### src/rtl/dfa_ctx_sched.sv
// dfa_ctx_sched: time-multiplexes one DFA engine across NREQ character streams.
// Each stream keeps its DFA state in a context table. The state is loaded into the
// engine when the stream is granted and saved back when the grant ends.
// Optional feature: define DFA_SCHED_MATCH_CNT_EN to add per-requester saturating
// match counters that are read through cnt_sel/cnt_out.
module dfa_ctx_sched #(
  parameter int unsigned NREQ  = 4,
  parameter int unsigned BURST = 16
) (
  input  logic                clk,
  input  logic                rst,
  input  logic [NREQ-1:0]     req_vld,
  input  logic [8*NREQ-1:0]   req_char,
  input  logic [NREQ-1:0]     req_last,
  output logic [NREQ-1:0]     req_rdy,
  output logic [7:0]          eng_char,
  output logic                eng_char_vld,
  output logic [10:0]         eng_state_in,
  output logic                eng_state_in_vld,
  input  logic [10:0]         eng_state_out,
  input  logic                eng_accept,
  output logic                match_vld,
  output logic [1:0]          match_id,
  output logic                busy
`ifdef DFA_SCHED_MATCH_CNT_EN
  ,
  input  logic [1:0]          cnt_sel,
  output logic [15:0]         cnt_out
`endif
);

  typedef enum logic [1:0] {IDLE, LOAD, RUN, SAVE} state_t;

  state_t      state_q;
  logic [1:0]  grant_q;
  logic [1:0]  rr_q;
  logic [7:0]  bcnt_q;
  logic        last_q;
  logic [10:0] ctx_q [NREQ];
  logic [10:0] st_in_q;
  logic        st_in_vld_q;
  logic        match_vld_q;
  logic [1:0]  match_id_q;

  logic        pick_vld;
  logic [1:0]  pick;
  logic [1:0]  cand;
  logic        in_run;
  logic        lane_vld;
  logic        lane_last;
  logic [7:0]  lane_char;
  logic        burst_hit;

  // Round-robin search starting at the requester after the previous grant
  always_comb begin
    pick_vld = 1'b0;
    pick     = rr_q;
    cand     = '0;
    for (int unsigned i = 0; i < 4; i++) begin
      cand = rr_q + 2'(i);
      if (!pick_vld && req_vld[cand]) begin
        pick_vld = 1'b1;
        pick     = cand;
      end
    end
  end

  // Granted-lane steering; the handshake is combinational during RUN only
  always_comb begin
    in_run       = (state_q == RUN);
    lane_vld     = req_vld[grant_q];
    lane_last    = req_last[grant_q];
    lane_char    = req_char[{grant_q, 3'b000} +: 8];
    burst_hit    = (({1'b0, bcnt_q} + 9'd1) == 9'(BURST));
    req_rdy      = in_run ? ({{(NREQ-1){1'b0}}, 1'b1} << grant_q) : '0;
    eng_char     = in_run ? lane_char : '0;
    eng_char_vld = in_run & lane_vld;
  end

  assign eng_state_in     = st_in_q;
  assign eng_state_in_vld = st_in_vld_q;
  assign busy             = (state_q != IDLE);
  assign match_vld        = match_vld_q;
  assign match_id         = match_id_q;

  // Scheduler FSM: grant, load context, stream a burst, save context
  always_ff @(posedge clk or posedge rst) begin
    if (rst) begin
      state_q     <= IDLE;
      grant_q     <= '0;
      rr_q        <= '0;
      bcnt_q      <= '0;
      last_q      <= 1'b0;
      st_in_q     <= '0;
      st_in_vld_q <= 1'b0;
      for (int unsigned i = 0; i < NREQ; i++) ctx_q[i] <= '0;
    end else begin
      st_in_q     <= '0;
      st_in_vld_q <= 1'b0;
      case (state_q)
        IDLE: begin
          if (pick_vld) begin
            grant_q     <= pick;
            rr_q        <= pick + 2'd1;
            st_in_q     <= ctx_q[pick];
            st_in_vld_q <= 1'b1;
            state_q     <= LOAD;
          end
        end
        LOAD: begin
          bcnt_q  <= '0;
          last_q  <= 1'b0;
          state_q <= RUN;
        end
        RUN: begin
          if (lane_vld) begin
            bcnt_q <= bcnt_q + 8'd1;
            if (lane_last || burst_hit) begin
              last_q  <= lane_last;
              state_q <= SAVE;
            end
          end else begin
            state_q <= SAVE;
          end
        end
        SAVE: begin
          // A finished packet restarts from state 0; otherwise resume where the engine stopped
          ctx_q[grant_q] <= last_q ? '0 : eng_state_out;
          state_q        <= IDLE;
        end
        default: state_q <= IDLE;
      endcase
    end
  end

  // One-cycle registered match pulse tagged with the granted requester
  always_ff @(posedge clk or posedge rst) begin
    if (rst) begin
      match_vld_q <= 1'b0;
      match_id_q  <= '0;
    end else begin
      match_vld_q <= eng_char_vld & eng_accept;
      if (eng_char_vld & eng_accept) match_id_q <= grant_q;
    end
  end

`ifdef DFA_SCHED_MATCH_CNT_EN
  logic [15:0] mcnt_q [NREQ];
  logic [15:0] cnt_out_q;

  assign cnt_out = cnt_out_q;

  // Saturating per-requester match counters with a registered read port
  always_ff @(posedge clk or posedge rst) begin
    if (rst) begin
      for (int unsigned i = 0; i < NREQ; i++) mcnt_q[i] <= '0;
      cnt_out_q <= '0;
    end else begin
      if (match_vld_q && (mcnt_q[match_id_q] != '1))
        mcnt_q[match_id_q] <= mcnt_q[match_id_q] + 16'd1;
      cnt_out_q <= mcnt_q[cnt_sel];
    end
  end
`endif

endmodule
### config.mk
export PLATFORM = sky130hd
export DESIGN_NAME = dfa_ctx_sched
export DESIGN_NICKNAME = d
export VERILOG_FILES = /design/src/rtl/dfa_ctx_sched.sv
export SDC_FILE = /design/constraint.sdc
export NUM_CORES = 1
export LEC_CHECK = 0
export CAP_MARGIN = 20
export CORE_AREA = 2 2 93 95
export CTS_CLUSTER_DIAMETER = 40
export DETAILED_ROUTE_END_ITERATION = 8
export DIE_AREA = 0 0 95 97
export PLACE_DENSITY = 0.76
export SYNTH_ARGS = -nofsm -noshare
export SYNTH_HDL_FRONTEND = slang
export SYNTH_SLANG_ARGS = --single-unit
### constraint.sdc
create_clock -name clk -period 3.7 [get_ports clk]
set_clock_uncertainty 0.2 [all_clocks]
set_input_delay 0.925 -clock clk [delete_from_list [all_inputs] [get_ports clk]]
set_output_delay 0.925 -clock clk [all_outputs]
set_load 0.03 [all_outputs]
==> results of run 1 <==
-- routing by layer --
| layer | global-route usage (%) | vias to the layer above | wire length (um) |
|---|---|---|---|
| met5 | 0 | - | 0 |
| met4 | 6.24 | 0 | 144 |
| met3 | 5.37 | 15 | 361 |
| met2 | 34.8 | 65 | 4590 |
| met1 | 24.7 | 1388 | 3480 |
| li1 | - | 1358 | - |
-- critical path, stage by stage --
cell and delay (ns):
clkdlybuf4s50_1 0.41, mux4_2 0.46, and2_1 0.16, clkdlybuf4s50_1 0.60
-- sequential cells by signal, summed over array words and instances (netlist names), 2 cells and up --
name,count
state_q,2
match_id,2
ctx_q,44
rr_q,2
grant_q,2
bcnt_q,8
eng_state_in,11
-- worst paths after layout --
| check | start | endpoint | slack, ns |
|---|---|---|---|
| worst max-delay path | req_char[30] | eng_char[6] | 0.03 |
| worst min-delay path | ctx_q[1] | ctx_q[1] | 0.28 |
| worst max register to register | grant_q[1] | bcnt_q[7] | 1.13 |
| worst min register to register | ctx_q[1] | ctx_q[1] | 0.28 |
| max in group asynchronous | rst | ctx_q[28] | 1.80 |
| min in group asynchronous | rst | eng_state_in[9] | 0.76 |
-- power groups by stage --
| stage | registers, mW | clock network, mW | logic, mW |
|---|---|---|---|
| 3_5_place_dp | 1.43 | 0 | 1.80 |
| 4_1_cts | 1.42 | 0.537 | 1.81 |
| 6_report | 1.42 | 0.526 | 1.78 |
| 3_3_place_gp | 1.41 | 0 | 1.75 |
| 2_1_floorplan | 1.46 | 0 | 1.15 |
| 5_1_grt | 1.47 | 0.579 | 1.95 |
-- through the flow --
step	power, mW	utilization (%)	setup WS [ns]	area, um^2	setup TNS (ns)
2_1_floorplan	2.61	-	0.693	3640	0
3_3_place_gp	3.16	56.6	-0.0179	4600	-0.0179
3_5_place_dp	3.24	56.6	-0.0872	4600	-0.0872
4_1_cts	3.76	58.5	0.0108	4760	0
5_1_grt	4.00	58.6	0.000896	4770	0
6_report	3.73	58.6	0.0277	4770	0
-- area by class of cell --
| type | instances | share of cell area [%] |
|---|---|---|
| Clock inverter | 3 | 0.367 |
| Sequential cell | 74 | 38.9 |
| Clock buffer | 11 | 2.97 |
| Tap cell | 105 | 2.76 |
| Inverter | 7 | 0.551 |
| Multi-Input combinational cell | 236 | 34.9 |
| Timing Repair Buffer | 95 | 19.6 |
-- synth_stat cells (2+ instances only) --
cell | number | area [um^2]
dfrtp_1 | 74 | 1850
nand2_1 | 56 | 210
o21ai_0 | 53 | 265
mux4_2 | 21 | 473
and2_1 | 20 | 125
clkbuf_1 | 14 | 52.6
nor2_1 | 13 | 48.8
nand2b_1 | 12 | 75.1
nand3_1 | 8 | 40.0
inv_1 | 7 | 26.3
a21oi_1 | 5 | 25.0
ha_1 | 5 | 62.6
nor2b_1 | 5 | 31.3
mux2_2 | 4 | 45.0
nor3_1 | 4 | 20.0
o31ai_1 | 3 | 22.5
and2b_1 | 2 | 15.0
and3_1 | 2 | 12.5
buf_1 | 2 | 7.51
buf_6 | 2 | 22.5
nand3b_1 | 2 | 15.0
nor3b_1 | 2 | 15.0
o32ai_1 | 2 | 17.5
xnor2_1 | 2 | 17.5
-- logic make-up (layout without fill, tap and decap cells) --
group	Yosys count	after routing	share of synthesized area, %
compound gates	74	74	11.7
flops	74	74	50.9
mux	25	25	14.2
buf+inv	27	116	3.34
xor+xnor	2	2	0.482
fa+ha+maj	5	5	1.72
simple gates	130	130	17.6
-- what timing repair did --
action                                  CTS  global route
gates cloned                              0             0
resized for setup                         1             3
pin swaps                                 0             0
endpoints found under the setup margin    1             8
==> results.sh, run 1 <==
export IMPL_grt_pass1_wl_mm=14.4
export IMPL_antenna_found_initial=0
export IMPL_final_common_cell="clkdlybuf4s50_1"
export IMPL_clk_latency_ns=0.35
export IMPL_period_needed_ns=3.67
export IMPL_syn_inst=337
export IMPL_hold_viol=0
export IMPL_wl_mm=8.58
export IMPL_ys_ff_latch=74
export IMPL_tightest_slew_ns=0.848
export IMPL_cts_root_buf="clkbuf_8"
export IMPL_cts_setup_buffers=0
export IMPL_num_rows=33
export IMPL_die_h_um=97
export IMPL_endpoint_kind="primary output"
export IMPL_drc_errors=0
export IMPL_multi_input_area_mm2=0.00166
export IMPL_cap_violations=0
export IMPL_num_vias=2826
export IMPL_io_pins=83
export IMPL_timing_hold_ws_ns=0.279
export IMPL_dp_cells=517
export IMPL_yosysUniqueCellTypes=41
export IMPL_synth_area_mm2=0.00364
export IMPL_drv_slew=0
export IMPL_gr_total_overflow=0
export IMPL_cp_data_arrival_time_ns=2.55
export IMPL_required_ns=2.57
export IMPL_ys_flop_type="dfrtp_1"
export IMPL_n_antenna_cell=0
export IMPL_drt_iter0_drc=152
export IMPL_core_area_mm2=0.00813
export IMPL_areaGrowthSynthToFinish_pct=31.1
export IMPL_status="finished clean"
export IMPL_start_kind="primary input"
export IMPL_initial_core_util_pct=44.7
export IMPL_fillers=679
export IMPL_cp_max_fo=1
export IMPL_internal_power_mw=2.29
export IMPL_final_cells=531
export IMPL_layout_nets=482
export IMPL_pwr_share_comb_pct=47.9
export IMPL_synth_area_per_cell_um2=10.8
export IMPL_rsz0062_at_grt="false"
export IMPL_cts_buffers=9
export IMPL_ctsHoldBuffers=0
export IMPL_grt_use_total_pct=20.3
export IMPL_die_area_mm2=0.00922
export IMPL_drtPass1Iterations=5
export IMPL_p_per_area_mw_per_mm2=781
export IMPL_postRouteAntennaNets=0
export IMPL_path_clk_slew_ns=0.06
export IMPL_htreeDepth=3
export IMPL_most_common_layout_cells="clkdlybuf4s50_1, dfrtp_1, nand2_1"
export IMPL_synth_edf_count=0
export IMPL_slew_headroom_pct=43.3
export IMPL_async_flop_share_pct=100
export IMPL_r2r_cells=5
export IMPL_hpwl_mm=6.23
export IMPL_drive_gt1_share_pct=13.1
export IMPL_holdPathStages=2
export IMPL_gp_congestion=0.801
export IMPL_path_class="primary input to primary output"
export IMPL_swShare_pct=38.4
export IMPL_seq_area_frac_synth_pct=50.9
export IMPL_ys_warn_count=0
export IMPL_ir_worst_vdd_v=0.000474
export IMPL_seqCellArea_mm2=0.00185
export IMPL_cts_buffer_depth=2
export IMPL_max_freq_mhz=272
export IMPL_switchingPower_mw=1.43
export IMPL_grt_max_degree=30
export IMPL_leakage_nw=2.08
export IMPL_routed_via_density=5.32
export IMPL_fin_crit_sh_pct=99.3
export IMPL_setup_viol=0
export IMPL_synthesis_nets=396
export IMPL_cts_tree="done"
export IMPL_grt_pass1_vias=3020
export IMPL_dieWidth_um=95
export IMPL_pwr_share_seq_pct=38.0
export IMPL_p_clk_share_pct=14.1
export IMPL_io_buffers=82
export IMPL_hp_class="flip-flop to flip-flop"
export IMPL_cts_sinks=74
export IMPL_post_drt_wl_per_cell_um=16.1
(Power assumes the default switching activity.)
==> run 2: changes to the inputs <==
--- a/config.mk
+++ b/config.mk
@@ -8,6 +8,7 @@
 export CAP_MARGIN = 20
 export CORE_AREA = 2 2 93 95
 export CTS_CLUSTER_DIAMETER = 40
+export CTS_CLUSTER_SIZE = 28
 export DETAILED_ROUTE_END_ITERATION = 8
 export DIE_AREA = 0 0 95 97
 export PLACE_DENSITY = 0.76
==> results of run 2 <==
Same layout as run 1: the final DEF is identical, and so are final timing and power.
